==> config.mk <==
export PLATFORM = sky130hd
export DESIGN_NAME = digit_scan_ring
export DESIGN_NICKNAME = d
export VERILOG_FILES = /design/src/rtl/digit_scan_ring.sv
export SDC_FILE = /design/constraint.sdc
export NUM_CORES = 1
export LEC_CHECK = 0
export CAP_MARGIN = 25
export CORE_ASPECT_RATIO = 0.9
export CORE_MARGIN = 10
export CORE_UTILIZATION = 48
export CTS_BUF_LIST = sky130_fd_sc_hd__clkbuf_4
export CTS_CLUSTER_SIZE = 40
export DETAILED_ROUTE_END_ITERATION = 10
export PLACE_DENSITY = 0.89
export SLEW_MARGIN = 10
export SYNTH_ARGS = -nofsm -noshare
export SYNTH_HDL_FRONTEND = slang
export SYNTH_SLANG_ARGS = --single-unit
==> constraint.sdc <==
create_clock -name clk -period 1.8 [get_ports clk]
set_input_delay 0.36 -clock clk [delete_from_list [all_inputs] [get_ports clk]]
set_output_delay 0.36 -clock clk [all_outputs]
set_load 0.02 [all_outputs]
==> src/rtl/digit_scan_ring.sv <==
// Multiplexed display digit scanner: prescaled ring counter with one-hot digit select.
// Optional macro DIGIT_SCAN_SKIP_BLANK_EN makes a step skip blanked digits.
module digit_scan_ring #(
    parameter int N_DIG      = 4,
    parameter int PRESC_W    = 16,
    parameter bit ACTIVE_LOW = 1'b1,
    localparam int IW        = (N_DIG > 1) ? $clog2(N_DIG) : 1
) (
    input  logic               clk,
    input  logic               reset,
    input  logic               en,
    input  logic               dir,
    input  logic [PRESC_W-1:0] presc_div,
    input  logic [N_DIG-1:0]   blank_mask,
    input  logic               load,
    input  logic [IW-1:0]      load_idx,
    output logic [N_DIG-1:0]   sel,
    output logic [IW-1:0]      idx,
    output logic               tick,
    output logic               wrap
);

    localparam logic [IW-1:0] LAST = IW'(N_DIG - 1);

    logic [PRESC_W-1:0] cnt;
    logic [IW-1:0]      step_idx;
    logic               step_wrap;
    logic               load_ok;
    logic [N_DIG-1:0]   sel_hot;

    assign load_ok = (int'(load_idx) < N_DIG);

`ifdef DIGIT_SCAN_SKIP_BLANK_EN
    int   pos;
    logic found;
    logic crossed;

    // Search up to a full lap; landing back on idx itself counts as a boundary crossing.
    always_comb begin
        step_idx  = idx;
        step_wrap = 1'b0;
        pos       = 0;
        found     = 1'b0;
        crossed   = 1'b0;
        for (int k = 1; k <= N_DIG; k++) begin
            pos     = dir ? (int'(idx) - k) : (int'(idx) + k);
            crossed = (pos < 0) || (pos >= N_DIG);
            if (pos < 0) begin
                pos = pos + N_DIG;
            end else if (pos >= N_DIG) begin
                pos = pos - N_DIG;
            end
            if (!found && !blank_mask[pos[IW-1:0]]) begin
                found     = 1'b1;
                step_idx  = pos[IW-1:0];
                step_wrap = crossed;
            end
        end
    end
`else
    always_comb begin
        step_idx  = idx;
        step_wrap = 1'b0;
        if (!dir) begin
            if (idx == LAST) begin
                step_idx  = '0;
                step_wrap = 1'b1;
            end else begin
                step_idx = idx + IW'(1);
            end
        end else begin
            if (idx == '0) begin
                step_idx  = LAST;
                step_wrap = 1'b1;
            end else begin
                step_idx = idx - IW'(1);
            end
        end
    end
`endif

    // Load wins over stepping; an out-of-range load index falls back to digit 0.
    always_ff @(posedge clk or posedge reset) begin
        if (reset) begin
            cnt  <= '0;
            idx  <= '0;
            tick <= 1'b0;
            wrap <= 1'b0;
        end else if (load) begin
            cnt  <= '0;
            idx  <= load_ok ? load_idx : '0;
            tick <= 1'b0;
            wrap <= 1'b0;
        end else if (en) begin
            if (cnt >= presc_div) begin
                cnt  <= '0;
                idx  <= step_idx;
                tick <= 1'b1;
                wrap <= step_wrap;
            end else begin
                cnt  <= cnt + PRESC_W'(1);
                tick <= 1'b0;
                wrap <= 1'b0;
            end
        end else begin
            tick <= 1'b0;
            wrap <= 1'b0;
        end
    end

    // sel is a pure decode of the registered idx, so it changes together with idx.
    always_comb begin
        sel_hot      = '0;
        sel_hot[idx] = ~blank_mask[idx];
        sel          = ACTIVE_LOW ? ~sel_hot : sel_hot;
    end

endmodule

Yosys cells after proc, flatten, opt, wreduce, memory -nomap -nowiden
Cells that the tools add are included.
{ "word_totals": {"regBits": 20, "latchBits": 0, "ramBits": 0, "rom_bits": 0, "word_cells": 41, "memories": 0} }
{ "op_classes": {"n_addsub": 3, "n_mul": 0, "div_mod_pow": 0, "order_cmp": 3, "eq_ne": 1, "n_shift": 0, "n_mux": 22, "bitwise_logic": 3, "n_reduce_logical": 5} }
{ "ops": {"columns": ["operator", "count"], "rows": [
  ["two-way mux 16 bit", 3],
  ["adder 16 x 1 -> 16 bit (second input constant)", 1],
  ["greater-or-equal comparator 16 bit", 1],
  ["two-way mux 2 bit", 6],
  ["two-way mux 1 bit", 11],
  ["bitwise AND 4 bit", 1],
  ["NOT 4 bit", 1],
  ["nonzero test 2 bit", 2],
  ["less-than comparator 2 x 3 -> 1 bit (second input constant)", 1],
  ["adder 2 x 1 -> 2 bit (second input constant)", 1],
  ["binary-select mux 1 bit (select 2 bit)", 1],
  ["demux 1 bit (select 2 bit)", 1],
  ["== test 2 bit (second input constant)", 1],
  ["greater-or-equal comparator 2 x 1 -> 1 bit (second input constant)", 1],
  ["logical NOT 2 bit", 1],
  ["AND reduction 2 bit", 1],
  ["subtractor 2 x 1 -> 2 bit (second input constant)", 1],
  ["logical AND 1 bit", 1],
  ["NOT 1 bit", 1]
]} }

Longest topological paths before layout
{ "logic_depth": {"depth_word": 6, "mapped_depth": 9, "depth_no_buf": 8} }

Least setup slack after synthesis
OpenSTA, ideal clock, no wires.
{ "synth_path": {"path_type": "register -> register", "from": "register cnt[2]", "to": "register cnt[15]", "setup_ns": 0.076, "arrival_ns": 1.932, "path_slack_ns": -0.209, "stages_incl_launch_ff": 8, "n_path_buf": 0, "path_cell_list": "dfrtp_1 ha_1 a211oi_2 o21ai_1 a41oi_4 o2111ai_4 or3_1 o21ai_1"} }
{ "synth_via": {"elab_chain_cells": 4, "word_cells_on_any_way": 5, "classes_between": "add/sub (1); order compare (1); mux (3)"} }
{ "synth_rtl": {"columns": ["element", "line_no", "text"], "rows": [
  ["from (decl)", "25", "logic [PRESC_W-1:0] cnt;"],
  ["from (signal assigned)", "101", "cnt <= cnt + PRESC_W'(1);"],
  ["adder 16 x 1 -> 16 bit / greater-or-equal comparator 16 bit (equally long branches)", "101, 95", null],
  ["two-way mux 16 bit *", "95", "if (cnt >= presc_div) begin"],
  ["two-way mux 16 bit *", "94", "end else if (en) begin"],
  ["two-way mux 16 bit *", "89", "end else if (load) begin"]
]} }
Every way passes the cells marked *; elsewhere a longest branch is shown, timed or not. The select of a mux whose other input is x is not followed.
A chain may end at the register's enable or synchronous reset.

Final worst setup path
{ "layout_path": {"from": "register cnt[1]", "to": "register cnt[9]"} }
The elaborated chain is that of the path after synthesis.

==> results.md <==
* Final Cell Area at ~2800 um2
* Ant. Diodes at 0
* Area growth syn-to-layout at 75.1%
* Most common cell after layout, fill and taps aside: buf_4
* Dpl cell area at around 2300 um2
* Vias in the first global route at 1,889
* Max_cap viols at 0
* Port bufs at 34
* Commonest cells after routing, fill and taps aside: buf_4 (40), dfrtp_1 (19), dlygate4sd2_1 (19), inv_1 (16), nand2_1 (14)
* GRT Util Overall at 0.199
* Initial core utilization at 0.514
* Post-Place Worst Slack at -0.794 ns
* Core Util, Final at 0.899
* Clk Tree Root Cell: clkbuf_4
* Clk buf depth at 2
* Yosys reg bits at 20
* Avg Inst Size Synth at between 8 and 9 um2
* FP Rows at 19
* Failing checks: setup timing
* CP Data Arrival Time at roughly 2.5 ns
* Final Wtd Congestion at 0.908
* Top cells by area, synth: dfrtp_1 (31%), ha_1 (16%), inv_1 (5.8%), nand2_1 (4.4%), a21oi_1 (3.7%)
* Die H at roughly 75 um
* CP Cell Sequence: ha_4 > nand2_2 > o21ai_4 > a41oi_4 > buf_6 > o2111ai_4 > o22ai_1 > a21o_1
* Critical path type: register to register
* Total CTS buffers at 3
* Initial antenna violation count at 0
* Largest vdd supply drop at 0.527 mV
* Crit path setup slack, layout at -0.451 ns
* Min Tclk post-route at 2.25 ns
* Core box area at 3160 um2
* Hold_buf cts at 0
* Routed len/inst at 24.4 um
* Detailed Route WL at 7.55 mm
* Post-route ant nets at 0
* Area share of the largest cell type after synthesis at 0.308
* Worst EP required at between 2 and 2.5 ns
* Final count of hold timing violations at 0
* Worst Path Buf+Inv at 1
* Yosys top cell by area: dfrtp_1
* Synth Instances at around 180
* Synth Net Count at 231
* Global route total overflow at 0
* Period utilization at 1.25
* H-tree Lvls at 1
* Rel. slew slack at 0.688
* Post-synthesis sequential area ratio at 0.308
* Crit-path slowest cell: dfrtp_1
* Pleak at 1.33 nW
* Status: finished with violations
* Power Total at 0.00126 W
* Clock-pin slew on the worst setup and hold paths at 0.16 ns
* Die ar. at 6110 um2
* CP max stage delay at 0.48 ns
* Clk_lat worst skew at 0.34 ns
* RSZ-0062 raised after global routing: true
* Max Freq at around 440 MHz
* Clk sinks at 20
* Cell Pwr Density at 442 nW/um2
* Setup violations, final at 24
* Layout net count at 316
* Final Skew at about 0.026 ns
* DRC violations left at 0
* Drt via density at 6.36
* CP top delay family: compound AO/OA/AOI/OAI gates
* Fin. max-slew vios at 0
* CTS tree: yes
* Half-perimeter wire length after placement at 3.50 mm
* First-pass GRT wire length at 9.47 mm
* Vias at between 1,500 and 2,000
* Slew @ Worst Pin at around 0.47 ns
* Largest net degree at the start of global routing at 21
* Die W at about 81 um
* Post-Syn Area at around 1600 um2
* CP endpoint kind: register
* Type of the most critical hold path: primary input to async pin
* Worst setup SP type: register
* Post-synthesis cell type count at 39
* First DRT Iteration DRCs at 281
* DRT Pass-1 Iters at 6
* Worst Path Max Fanout at 6
* IO Count at 35
* Fraction of layout cells with a size suffix above 1 at 0.491
* Synth warnings at 0
-- what timing repair did --
action	CTS	global route
resized for setup	95	31
buffers inserted	4	6
setup endpoints to repair	25	25
pin swaps	40	10
gates cloned	1	0
-- worst paths after layout --
check | slack [ns] | cells past startpoint | startpoint | endpoint
setup / recovery | -0.45 | 8 | cnt[1]$_DFFE_PP0P_ | cnt[9]$_DFFE_PP0P_
hold / removal | 0.32 | 3 | reset | idx[1]$_DFFE_PP0P_
setup reg to reg | -0.45 | 8 | cnt[1]$_DFFE_PP0P_ | cnt[9]$_DFFE_PP0P_
hold reg to reg | 0.66 | 2 | cnt[8]$_DFFE_PP0P_ | cnt[8]$_DFFE_PP0P_
max in group asynchronous | 1.22 | 3 | reset | cnt[2]$_DFFE_PP0P_
min in group clk | 0.65 | 3 | load_idx[1] | idx[1]$_DFFE_PP0P_
-- tightest hold or removal path: stages --
cell             delay (ns)
clkdlybuf4s50_1        0.39
inv_1                  0.05
buf_4                  0.26
-- through the flow --
stage / std cells / TNS (ns) / hold slack [ns]
finish: 309 / -6.67 / 0.319
global route: 309 / -7.10 / 0.402
global placement: 294 / -13.82 / 0.575
floorplan: 183 / -0.114 / 0.324
detailed placement: 294 / -15.03 / 0.591
CTS: 303 / -2.48 / 0.363
-- report_power, final --
part,total (W),leakage (nW),switching (W),internal (W)
Clock,0.000405,0.0279,0.000179,0.000226
Sequential,0.000467,0.273,0.0000102,0.000457
Combinational,0.000386,1.03,0.000200,0.000185
-- Yosys cell counts, drive strengths merged --
library cell / number
nand3: 9
nor3b: 2
and3: 4
nor2b: 1
o31ai: 2
and4: 1
and2: 1
mux4: 1
ha: 21
o311ai: 2
o21ai: 10
clkbuf: 2
nor4: 1
nand2: 19
a41oi: 1
inv: 25
o2111a: 1
a211oi: 2
nor2: 8
buf: 2
or2: 1
xor2: 5
a21oi: 12
nand2b: 5
nor3: 5
nand4: 1
a22oi: 2
a21o: 6
o2111ai: 1
o22ai: 4
dfrtp: 20
or3: 4
a22o: 1
mux2i: 1
-- registers in the layout (all words and copies together), names as in the netlist --
signal and cells:
cnt 16, idx 2, tick 1, wrap 1
-- layout make-up --
type	count	area, um2
Timing Repair Buffer	83	728
Multi-Input combinational cell	135	1420
Clock inverter	1	30.0
Tap cell	42	52.6
Inverter	25	93.8
Clock buffer	3	22.5
Sequential cell	20	502
Fill cell	134	318
-- layer usage --
layer / up-vias / wire [um] / GRT usage
met2: 166 / 3650 / 0.354
met3: 54 / 663 / 0.0405
li1: 816 / - / -
met5: - / 0 / 0
met4: 0 / 474 / 0.104
met1: 928 / 2760 / 0.220
-- cell families after synthesis --
family	Yosys count	synth area share
adder cells (fa/ha/maj)	21	0.162
buffers and inverters	29	0.0724
XOR/XNOR	5	0.0270
AND/OR/NAND/NOR	62	0.200
flip-flops	20	0.308
multiplexers	2	0.0200
AO/OA/AOI/OAI	44	0.211
Power figures use the tool's default switching activity.
